$ cat src/rtl/mips_lite_pkg.sv
`default_nettype none
// +----------------------------------------------------------------------------+
// | Module      : mips_lite_pkg                                                |
// | Description : Shared constants for the ALU issue/writeback wrapper:        |
// |               opcodes, instruction field positions and default widths.     |
// | Revision    : 1.0 - initial release                                        |
// +----------------------------------------------------------------------------+
package mips_lite_pkg;

  localparam int c_DATA_W  = 8;
  localparam int c_ADDR_W  = 3;
  localparam int c_INSTR_W = 16;

  localparam logic [2:0] c_OP_ADD  = 3'b000;
  localparam logic [2:0] c_OP_SUB  = 3'b001;
  localparam logic [2:0] c_OP_MUL  = 3'b010;
  localparam logic [2:0] c_OP_DIV  = 3'b011;
  localparam logic [2:0] c_OP_AND  = 3'b100;
  localparam logic [2:0] c_OP_OR   = 3'b101;
  localparam logic [2:0] c_OP_XOR  = 3'b110;
  localparam logic [2:0] c_OP_ZERO = 3'b111;

  localparam int c_OP_MSB = 15;
  localparam int c_OP_LSB = 13;
  localparam int c_RD_MSB = 12;
  localparam int c_RD_LSB = 10;
  localparam int c_RS_MSB = 9;
  localparam int c_RS_LSB = 7;
  localparam int c_RT_MSB = 6;
  localparam int c_RT_LSB = 4;

  // Packs an instruction word; the low nibble carries no meaning.
  function automatic logic [c_INSTR_W-1:0] make_instr(
    input logic [2:0]          op,
    input logic [c_ADDR_W-1:0] rd,
    input logic [c_ADDR_W-1:0] rs,
    input logic [c_ADDR_W-1:0] rt,
    input logic [3:0]          pad
  );
    return {op, rd, rs, rt, pad};
  endfunction

endpackage
`default_nettype wire

$ cat src/rtl/alu_issue_wb_if.sv
`default_nettype none
// +----------------------------------------------------------------------------+
// | Module      : alu_issue_wb_if                                              |
// | Description : Instruction, ALU, external-load and writeback signals of     |
// |               the issue/writeback wrapper; slave is the wrapper's view.    |
// | Revision    : 1.0 - initial release                                        |
// +----------------------------------------------------------------------------+
interface alu_issue_wb_if
  import mips_lite_pkg::*;
#(
  parameter int DATA_W = c_DATA_W,
  parameter int ADDR_W = c_ADDR_W,
  parameter int CNT_W  = 16
);

  logic                 instr_valid;
  logic                 instr_ready;
  logic [c_INSTR_W-1:0] instr;

  logic [DATA_W-1:0]    alu_a;
  logic [DATA_W-1:0]    alu_b;
  logic [2:0]           alu_op;
  logic [DATA_W-1:0]    alu_result;

  logic                 ext_we;
  logic [ADDR_W-1:0]    ext_waddr;
  logic [DATA_W-1:0]    ext_wdata;

  logic                 wb_valid;
  logic [ADDR_W-1:0]    wb_rd;
  logic [DATA_W-1:0]    wb_data;
  logic [CNT_W-1:0]     retired_count;

  modport master (
    output instr_valid, instr, alu_result, ext_we, ext_waddr, ext_wdata,
    input  instr_ready, alu_a, alu_b, alu_op, wb_valid, wb_rd, wb_data, retired_count
  );

  modport slave (
    input  instr_valid, instr, alu_result, ext_we, ext_waddr, ext_wdata,
    output instr_ready, alu_a, alu_b, alu_op, wb_valid, wb_rd, wb_data, retired_count
  );

endinterface
`default_nettype wire

$ cat src/rtl/alu_issue_wb_reg_file.sv
`default_nettype none
// +----------------------------------------------------------------------------+
// | Module      : reg_file                                                     |
// | Description : NUM_REGS x DATA_W registers, two async reads, writeback and  |
// |               external write ports (writeback wins), R0 reads as zero.     |
// | Revision    : 1.0 - initial release                                        |
// +----------------------------------------------------------------------------+
module reg_file #(
  parameter  int DATA_W   = 8,
  parameter  int NUM_REGS = 8,
  localparam int ADDR_W   = $clog2(NUM_REGS)
) (
  input  wire logic              clk,
  input  wire logic              rst,
  input  wire logic [ADDR_W-1:0] rd_addr_a,
  output logic      [DATA_W-1:0] rd_data_a,
  input  wire logic [ADDR_W-1:0] rd_addr_b,
  output logic      [DATA_W-1:0] rd_data_b,
  input  wire logic              wb_we,
  input  wire logic [ADDR_W-1:0] wb_addr,
  input  wire logic [DATA_W-1:0] wb_data,
  input  wire logic              ext_we,
  input  wire logic [ADDR_W-1:0] ext_addr,
  input  wire logic [DATA_W-1:0] ext_data
);

  logic [DATA_W-1:0] r_mem [NUM_REGS];

  // The writeback assignment comes last so it overrides an external write
  // to the same register on the same edge.
  always_ff @(posedge clk) begin
    if (rst) begin
      for (int i = 0; i < NUM_REGS; i++) begin
        r_mem[i] <= '0;
      end
    end else begin
      if (ext_we && (ext_addr != '0)) begin
        r_mem[ext_addr] <= ext_data;
      end
      if (wb_we && (wb_addr != '0)) begin
        r_mem[wb_addr] <= wb_data;
      end
    end
  end

  assign rd_data_a = (rd_addr_a == '0) ? '0 : r_mem[rd_addr_a];
  assign rd_data_b = (rd_addr_b == '0) ? '0 : r_mem[rd_addr_b];

endmodule
`default_nettype wire

$ cat src/rtl/alu_issue_wb.sv
`default_nettype none
// +----------------------------------------------------------------------------+
// | Module      : alu_issue_wb                                                 |
// | Description : Two-stage issue -> execute/writeback wrapper around an       |
// |               external combinational 8-bit ALU. Define ALU_FORWARD_EN to   |
// |               forward the in-flight result instead of stalling on RAW.     |
// | Revision    : 1.0 - initial release                                        |
// +----------------------------------------------------------------------------+
module alu_issue_wb
  import mips_lite_pkg::*;
#(
  parameter  int DATA_W   = c_DATA_W,
  parameter  int NUM_REGS = 8,
  parameter  int CNT_W    = 16,
  localparam int ADDR_W   = $clog2(NUM_REGS)
) (
  input wire logic      clk,
  input wire logic      rst,
  alu_issue_wb_if.slave bus
);

  logic [2:0]        w_op;
  logic [ADDR_W-1:0] w_rd;
  logic [ADDR_W-1:0] w_rs;
  logic [ADDR_W-1:0] w_rt;
  logic              w_unused_pad;

  logic [DATA_W-1:0] w_rf_a;
  logic [DATA_W-1:0] w_rf_b;
  logic [DATA_W-1:0] w_opnd_a;
  logic [DATA_W-1:0] w_opnd_b;
  logic              w_haz_a;
  logic              w_haz_b;
  logic              w_stall;
  logic              w_issue;

  logic [DATA_W-1:0] r_alu_a;
  logic [DATA_W-1:0] r_alu_b;
  logic [2:0]        r_alu_op;
  logic              r_ex_valid;
  logic [ADDR_W-1:0] r_ex_rd;

  logic              r_wb_valid;
  logic [ADDR_W-1:0] r_wb_rd;
  logic [DATA_W-1:0] r_wb_data;
  logic [CNT_W-1:0]  r_retired;

  assign w_op         = bus.instr[c_OP_MSB:c_OP_LSB];
  assign w_rd         = bus.instr[c_RD_MSB:c_RD_LSB];
  assign w_rs         = bus.instr[c_RS_MSB:c_RS_LSB];
  assign w_rt         = bus.instr[c_RT_MSB:c_RT_LSB];
  assign w_unused_pad = ^bus.instr[3:0];

  reg_file #(
    .DATA_W   (DATA_W),
    .NUM_REGS (NUM_REGS)
  ) u_reg_file (
    .clk       (clk),
    .rst       (rst),
    .rd_addr_a (w_rs),
    .rd_data_a (w_rf_a),
    .rd_addr_b (w_rt),
    .rd_data_b (w_rf_b),
    .wb_we     (r_ex_valid),
    .wb_addr   (r_ex_rd),
    .wb_data   (bus.alu_result),
    .ext_we    (bus.ext_we),
    .ext_addr  (bus.ext_waddr),
    .ext_data  (bus.ext_wdata)
  );

  // Only the instruction in execute can be missing from the register file;
  // anything older has already been written back.
  assign w_haz_a = r_ex_valid && (r_ex_rd != '0) && (r_ex_rd == w_rs);
  assign w_haz_b = r_ex_valid && (r_ex_rd != '0) && (r_ex_rd == w_rt);

`ifdef ALU_FORWARD_EN
  assign w_opnd_a = w_haz_a ? bus.alu_result : w_rf_a;
  assign w_opnd_b = w_haz_b ? bus.alu_result : w_rf_b;
  assign w_stall  = 1'b0;
`else
  assign w_opnd_a = w_rf_a;
  assign w_opnd_b = w_rf_b;
  assign w_stall  = w_haz_a || w_haz_b;
`endif

  assign bus.instr_ready = !bus.ext_we && !w_stall;
  assign w_issue         = bus.instr_valid && bus.instr_ready;

  always_ff @(posedge clk) begin
    if (rst) begin
      r_alu_a    <= '0;
      r_alu_b    <= '0;
      r_alu_op   <= '0;
      r_ex_valid <= 1'b0;
      r_ex_rd    <= '0;
    end else begin
      r_ex_valid <= w_issue;
      if (w_issue) begin
        r_alu_a  <= w_opnd_a;
        r_alu_b  <= w_opnd_b;
        r_alu_op <= w_op;
        r_ex_rd  <= w_rd;
      end
    end
  end

  // The result is reported even when rd is R0; only the register write drops it.
  always_ff @(posedge clk) begin
    if (rst) begin
      r_wb_valid <= 1'b0;
      r_wb_rd    <= '0;
      r_wb_data  <= '0;
      r_retired  <= '0;
    end else begin
      r_wb_valid <= r_ex_valid;
      if (r_ex_valid) begin
        r_wb_rd   <= r_ex_rd;
        r_wb_data <= bus.alu_result;
        r_retired <= r_retired + CNT_W'(1);
      end
    end
  end

  assign bus.alu_a         = r_alu_a;
  assign bus.alu_b         = r_alu_b;
  assign bus.alu_op        = r_alu_op;
  assign bus.wb_valid      = r_wb_valid;
  assign bus.wb_rd         = r_wb_rd;
  assign bus.wb_data       = r_wb_data;
  assign bus.retired_count = r_retired;

endmodule
`default_nettype wire

$ cat src/flat_wrapper.sv
// flat-port wrapper written by rule: the top's interface ports become plain ports
module alu_issue_wb_flat import mips_lite_pkg::*;
#(
  parameter  int DATA_W   = c_DATA_W,
  parameter  int NUM_REGS = 8,
  parameter  int CNT_W    = 16,
  localparam int ADDR_W   = $clog2(NUM_REGS)
)
  (clk, rst, bus_instr_valid, bus_instr, bus_alu_result, bus_ext_we, bus_ext_waddr, bus_ext_wdata, bus_instr_ready, bus_alu_a, bus_alu_b, bus_alu_op, bus_wb_valid, bus_wb_rd, bus_wb_data, bus_retired_count);
  alu_issue_wb_if #(.DATA_W(DATA_W), .ADDR_W(3), .CNT_W(CNT_W)) bus_i ();
  input wire logic clk;
  input wire logic rst;
  input wire logic [$bits(bus_i.instr_valid)-1:0] bus_instr_valid;
  input wire logic [$bits(bus_i.instr)-1:0] bus_instr;
  input wire logic [$bits(bus_i.alu_result)-1:0] bus_alu_result;
  input wire logic [$bits(bus_i.ext_we)-1:0] bus_ext_we;
  input wire logic [$bits(bus_i.ext_waddr)-1:0] bus_ext_waddr;
  input wire logic [$bits(bus_i.ext_wdata)-1:0] bus_ext_wdata;
  output wire logic [$bits(bus_i.instr_ready)-1:0] bus_instr_ready;
  output wire logic [$bits(bus_i.alu_a)-1:0] bus_alu_a;
  output wire logic [$bits(bus_i.alu_b)-1:0] bus_alu_b;
  output wire logic [$bits(bus_i.alu_op)-1:0] bus_alu_op;
  output wire logic [$bits(bus_i.wb_valid)-1:0] bus_wb_valid;
  output wire logic [$bits(bus_i.wb_rd)-1:0] bus_wb_rd;
  output wire logic [$bits(bus_i.wb_data)-1:0] bus_wb_data;
  output wire logic [$bits(bus_i.retired_count)-1:0] bus_retired_count;
  assign bus_i.instr_valid = bus_instr_valid;
  assign bus_i.instr = bus_instr;
  assign bus_i.alu_result = bus_alu_result;
  assign bus_i.ext_we = bus_ext_we;
  assign bus_i.ext_waddr = bus_ext_waddr;
  assign bus_i.ext_wdata = bus_ext_wdata;
  assign bus_instr_ready = bus_i.instr_ready;
  assign bus_alu_a = bus_i.alu_a;
  assign bus_alu_b = bus_i.alu_b;
  assign bus_alu_op = bus_i.alu_op;
  assign bus_wb_valid = bus_i.wb_valid;
  assign bus_wb_rd = bus_i.wb_rd;
  assign bus_wb_data = bus_i.wb_data;
  assign bus_retired_count = bus_i.retired_count;
  alu_issue_wb #(.DATA_W(DATA_W), .NUM_REGS(NUM_REGS), .CNT_W(CNT_W)) u_core (.clk(clk), .rst(rst), .bus(bus_i));
endmodule
$ cat config.mk
export PLATFORM = sky130hd
export DESIGN_NAME = alu_issue_wb_flat
export DESIGN_NICKNAME = d
export VERILOG_FILES = /design/src/rtl/mips_lite_pkg.sv /design/src/rtl/alu_issue_wb_if.sv /design/src/rtl/alu_issue_wb_reg_file.sv /design/src/rtl/alu_issue_wb.sv /design/src/flat_wrapper.sv
export SDC_FILE = /design/constraint.sdc
export NUM_CORES = 1
export LEC_CHECK = 0
export CORE_UTILIZATION = 55
export CTS_BUF_LIST = sky130_fd_sc_hd__clkbuf_8 sky130_fd_sc_hd__clkbuf_16
export DETAILED_ROUTE_END_ITERATION = 10
export GPL_TIMING_DRIVEN = 1
export PLACE_DENSITY = 0.84
export SLEW_MARGIN = 20
export SYNTH_ARGS = -nofsm -noshare
export SYNTH_HDL_FRONTEND = slang
export SYNTH_SLANG_ARGS = --single-unit
$ cat constraint.sdc
create_clock -name clk -period 2.5 [get_ports clk]
set_input_delay 0.25 -clock clk [delete_from_list [all_inputs] [get_ports clk]]
set_output_delay 0.25 -clock clk [all_outputs]
set_load 0.02 [all_outputs]
== After elaboration in Yosys (flattened, before gate mapping) ==
Memories as Yosys holds them, arrays and structs flattened.
Index checks and enable logic that the tools add are counted.
Widths: inputs -> output; s select.

* Memory bits (writable): 64
* Register bits: 51
* Logic and storage cells: 44
* Memories kept: 1
* Memory bits (read-only): 0
* Output and inout bits: 48
* Latch bits: 0

{| class="wikitable"
|+ Memories
! name !! words !! width !! read ports !! clocked after Yosys merged registers in !! wr ports !! RTL line !! RTL
|-
| u_core.u_reg_file.r_mem || 8 || 8 || 2 || 0 || 8 || alu_issue_wb_reg_file.sv:27 || <nowiki>logic [DATA_W-1:0] r_mem [NUM_REGS];</nowiki>
|}

* Magnitude comparators: 0
* Div/mod/pow operators: 0
* Reduce and logical (&&, ||, !) cells: 15
* Add/subtract/negate cells: 1
* Multiplexer cells: 16
* Multiply operators: 0
* Shift-type cells: 0
* Equality and inequality tests: 2
* Bitwise logic cells: 0

{| class="wikitable"
|+ Operator list
! kind !! number
|-
| $mux 8 || 4
|-
| $add 16x1->16 const B || 1
|-
| $reduce_or 8->1 || 2
|-
| $mux 1 || 10
|-
| $eq 3x3->1 || 2
|-
| $logic_and 1x1->1 || 6
|-
| $logic_not 3->1 || 2
|-
| $mux 3 || 2
|-
| $reduce_bool 3->1 || 2
|-
| $logic_not 1->1 || 2
|-
| $logic_or 1x1->1 || 1
|}

== Depth between registers and ports, before layout ==
* Depth after elaboration: 7
* Gate-level depth with buffers: 8
* Mapped depth without buffers: 5

== Cells and area by module ==
Synthesis repeated with hierarchy kept, for this count alone.

* Cell total of the unflattened synthesis: 556
* Area total of the unflattened synthesis: 6,042.0 um2

{| class="wikitable"
|+ Modules (own cells, without submodules)
! module !! cells each !! instances !! sequential area each (um2) !! area an instance (um2)
|-
| reg_file || 335 || 1 || 1,681.6 || 3,837.4
|-
| alu_issue_wb || 221 || 1 || 1,021.0 || 2,204.6
|}

== Worst setup path after synthesis ==
Ideal clock, no wire load.

* Path type: flip-flop to flip-flop
* Start point: register u_core.r_ex_rd[2]
* End point: memory u_core.u_reg_file.r_mem[6][0] (enable)
* Period minus slack after synthesis: 1,697 ps
* Cell stages (with the launch flop): 5
* Slack: 803 ps
* Path buffers: 1
* Arrival: 1,369 ps
* Path through: dfxtp_1 -> buf_2 -> nand2_1 -> nor3_2 -> or3_1

{| class="wikitable"
|+ RTL lines
! what !! RTL line !! RTL
|-
| from (decl) || alu_issue_wb.sv:41 || <nowiki>logic [ADDR_W-1:0] r_ex_rd;</nowiki>
|-
| from (signal assigned) || alu_issue_wb.sv:103 || <nowiki>r_ex_rd <= w_rd;</nowiki>
|-
| to (decl) || alu_issue_wb_reg_file.sv:27 ||
|}

== Worst setup path in the final report ==
* Start point: register u_core.r_ex_rd[0]
* End point: output port bus_instr_ready

* Cells in the longest elaborated chain, start to end: 6
* Elaborated cells between the ends (all ways): 9
* Classes of those cells: eq/ne: 2; reduce/logical: 7

{| class="wikitable"
|+ RTL lines
! what !! RTL line !! RTL
|-
| $reduce_bool 3->1 || alu_issue_wb.sv:74, alu_issue_wb.sv:75 ||
|-
| $logic_and 1x1->1 || alu_issue_wb.sv:74, alu_issue_wb.sv:75 ||
|-
| $logic_and 1x1->1 (on tied branches) || alu_issue_wb.sv:74, alu_issue_wb.sv:75 ||
|-
| $logic_or 1x1->1 (*) || alu_issue_wb.sv:84 || <nowiki>assign w_stall = w_haz_a || w_haz_b;</nowiki>
|-
| $logic_not 1->1 (*) || alu_issue_wb.sv:87 || <nowiki>assign bus.instr_ready = !bus.ext_we && !w_stall;</nowiki>
|-
| $logic_and 1x1->1 (*) || alu_issue_wb.sv:87 ||
|-
| to (decl) || flat_wrapper.sv:19 || <nowiki>output wire logic [$bits(bus_i.instr_ready)-1:0] bus_instr_ready;</nowiki>
|}

Every way passes the cells marked *; elsewhere a longest branch is shown, timed or not.

==> summary.md <==
| Metric | Value |
|---|---|
| Crit path time final | 2.03 ns |
| CTS clk-pin slew, worst paths | 0.06 ns |
| Cell Rows | 37 |
| PD cells | 672 nW/µm² |
| CTS H-tree lvls | 4 |
| Post-Layout Cell Count | 787 |
| Fin area | 7600 µm² |
| DRC | 0 |
| HPWL after detailed placement | 11400 µm |
| Clock Tree Buf Depth | 2 |
| XOR/XNOR share of the synthesized area | 2.58% |
| # hold bufs at CTS | 0 |
| Via density | 6.29 |
| DR iter-0 viols | 362 |
| Synthesized area per cell | 10.9 µm² |
| Final Util | 72.3% |
| Reg2Reg Depth | 5 |
| Core box area | 10500 µm² |
| Post-route antenna net violation count | 0 |
| Final-report max-slew violation count | 0 |
| Count of final setup violators | 0 |
| CTS sink count | 115 |
| Full die area | 11400 µm² |
| Register area share after synthesis | 48.5% |
| Outcome | finished clean |
| Post-CTS setup buffer count | 0 |
| Multiplexer share of the synthesized area | 9.12% |
| Post-synth EDFFs | 64 |
| Ys Warns | 0 |
| Place WS | 0.266 ns |
| Worst min-delay path class | in2reg |
| Leak | 0.00278 µW |
| Vias | 4947 |
| First-pass GRT wire length | 25100 µm |
| Synthesis-to-finish area growth | 25.4% |
| Synth Cell Area | 6060 µm² |
| Placed Cells | 755 |
| Vias in the first global route | 4829 |
| Most common cell after layout, fill and taps aside | clkdlybuf4s50_1 |
| Slew margin rel. | 58.1% |
| CTS root buf | clkbuf_8 |
| Initial antenna violation count | 0 |
| # port buffers | 82 |
| Gr usage total | 29.1% |
| Required @ worst endpoint | 2.25 ns |
| ANT cells | 0 |
| R2r endpoint | u_core.bus.retired_count[14] |
| Critical Path End | bus_instr_ready |
| Drt wl/cell | 20.2 µm |
| Die Wd | 107 µm |
| Proportion of layout cells with a drive suffix above 1 | 14.0% |
| Top_reg_cell synth | edfxtp_1 |
| Placed cell area | 6970 µm² |
| Worst slew pin tran | 0.628 ns |
| CP Launch Point | u_core.r_ex_rd[0] |
| Most frequent cells in the layout | clkdlybuf4s50_1 (80), edfxtp_1 (64), a22o_1 (56), dfxtp_1 (48), mux2i_1 (44) |
| Fillers | 726 |
| Crit Path Category | reg2out |
| RR Startpoint | u_core.r_ex_valid |
| Synth Area in Compound Gates | 21.0% |
| Share of flip-flops with an asynchronous set or reset | 0% |
| RSZ-0062 raised after global routing | no |
| Largest net degree at the start of global routing | 57 |
| Chip height | 107 µm |
| Clock Skew | 0.00761 ns |
| Num CTS Buffers | 17 |
| Simple-Gate Fraction of Synth Area | 13.8% |
| Number of max-cap violations | 0 |
| WL final | 15900 µm |
| Worst ir drop on vdd | 0.446 mV |
| Post-synthesis cell type count | 54 |
| Worst skew pair latency | 0.52 ns |
| Nets | 678 |
| Final Hold Viols | 0 |
| Crit-path max FO | 5 |
| Area share of fa/ha/maj cells after synthesis | 0.206% |
| Worst-path cell with the longest stage delay | dfxtp_2 |
| Crit path cell chain | xor2_2 > nor3_2 > o21a_1 > nor2_1 > dlymetal6s2s_1 |
| Worst setup SP type | flop |
| Accumulated negative setup slack | 0 ns |
| F_max | 493 MHz |
| Boundary Pins | 87 |
| Worst reg2reg setup slack | 0.55 ns |
| Final worst path period share | 81.2% |
| Worst setup margin | 0.471 ns |
| Drt pass-1 iters | 5 |
| Gr ovfl total | 0 |
| Gpl congestion | 0.905 |
| CTS tree | built |
| Crit-path max cell delay | 0.37 ns |
| FF+latch count, synth | 115 |
| Largest family of logic cells by synthesized area | compound AO/OA/AOI/OAI gates |
| Cells after synthesis | 558 |
| CP endpoint kind | primary output |
| Effective utilization at floorplan | 57.7% |
| Critical path arrival | 1.78 ns |
[power breakdown]
part / switching [µW] / internal, µW / leakage, µW / total (µW)
logic: 298 / 226 / 0.00141 / 524
registers: 64.6 / 2080 / 0.00107 / 2150
clock network: 867 / 1570 / 0.000306 / 2440
total: 1230 / 3880 / 0.00278 / 5110
[worst min-delay path by stage]
stage | cells past startpoint | slack [ns] | end | start
6_report | 4 | 0.24 | u_core.bus.alu_b[6] | rst
5_1_grt | 4 | 0.27 | u_core.bus.alu_b[6] | rst
4_1_cts | 4 | 0.22 | u_core.bus.alu_b[6] | rst
3_5_place_dp | 2 | 0.46 | u_core.bus.alu_b[6] | u_core.bus.alu_b[6]
3_3_place_gp | 2 | 0.45 | u_core.bus.alu_b[4] | u_core.bus.alu_b[4]
2_1_floorplan | 1 | 0.38 | u_core.r_ex_rd[1] | bus_instr[11]
[cell families (layout without fill, tap and decap cells)]
kind of cell / Yosys count / count (layout)
adder cells (fa/ha/maj): 1 / 1
other: 1 / 8
multiplexers: 49 / 49
AND/OR/NAND/NOR: 142 / 142
flip-flops: 115 / 115
buffers and inverters: 51 / 137
AO/OA/AOI/OAI: 182 / 182
XOR/XNOR: 17 / 17
[cells in the mapped netlist, types with 7 or more instances]
master	count	share of area, %
a21oi_1	33	2.7
a221o_1	10	1.7
a22o_1	56	8.1
buf_2	18	1.5
clkbuf_1	15	0.93
dfxtp_1	51	17
edfxtp_1	64	32
mux2i_1	44	7.3
nand2_1	18	1.1
nand3_1	13	1.1
nor2_1	40	2.5
nor2b_1	19	2.0
nor3_2	7	1.2
o211ai_1	11	1.4
o21ai_0	38	3.1
o21ai_1	12	0.99
or3_1	11	1.1
xor2_1	15	2.2
[registers in the layout, indices dropped and copies added (netlist names)]
signal and count:
u_core.r_ex_valid 1, u_core.u_reg_file.r_mem 64, u_core.bus.alu_op 3, u_core.bus.alu_a 8
u_core.bus.wb_rd 3, u_core.bus.wb_valid 1, u_core.r_ex_rd 3, u_core.bus.wb_data 8
u_core.bus.retired_count 16, u_core.bus.alu_b 8
[critical path: cells and delay by family (launching register included)]
kind / cells / cell delay [ns]
xor+xnor: 1 / 0.19
buf+inv: 1 / 0.21
flops: 1 / 0.37
compound gates: 1 / 0.21
simple gates: 2 / 0.28
[layout make-up]
cell class	count	area (µm²)	area share, %
sequential	115	2950	38.8
multi-input combinational	399	2860	37.7
timing repair buffer	104	996	13.1
clock buffer	24	567	7.46
tap	136	170	2.24
clock inverter	8	52.6	0.691
inverter	1	3.75	0.0494
[what timing repair did]
action | 4_1_cts | 5_1_grt
endpoints found under the setup margin | 1 | 1
resized for setup | 1 | 4
hold endpoints to repair | 0 | 0
[metal layers]
| layer | global-route usage [%] | vias to the layer above | share of wire [%] |
|---|---|---|---|
| met3 | 8.15 | 30 | 8.0 |
| met2 | 47.7 | 253 | 49 |
| met1 | 37.1 | 2387 | 41 |
| met4 | 9.49 | 0 | 1.4 |
| met5 | 0 | - | 0 |
| li1 | - | 2277 | - |
[metrics by stage]
| step | hold slack, ns | power, µW |
|---|---|---|
| 6_report | 0.244 | 5110 |
| 5_1_grt | 0.266 | 5250 |
| 4_1_cts | 0.223 | 5120 |
| 3_5_place_dp | 0.458 | 2700 |
| 3_3_place_gp | 0.453 | 2680 |
| 2_1_floorplan | 0.384 | 2490 |
No activity file was read; power rests on OpenSTA's default activity.
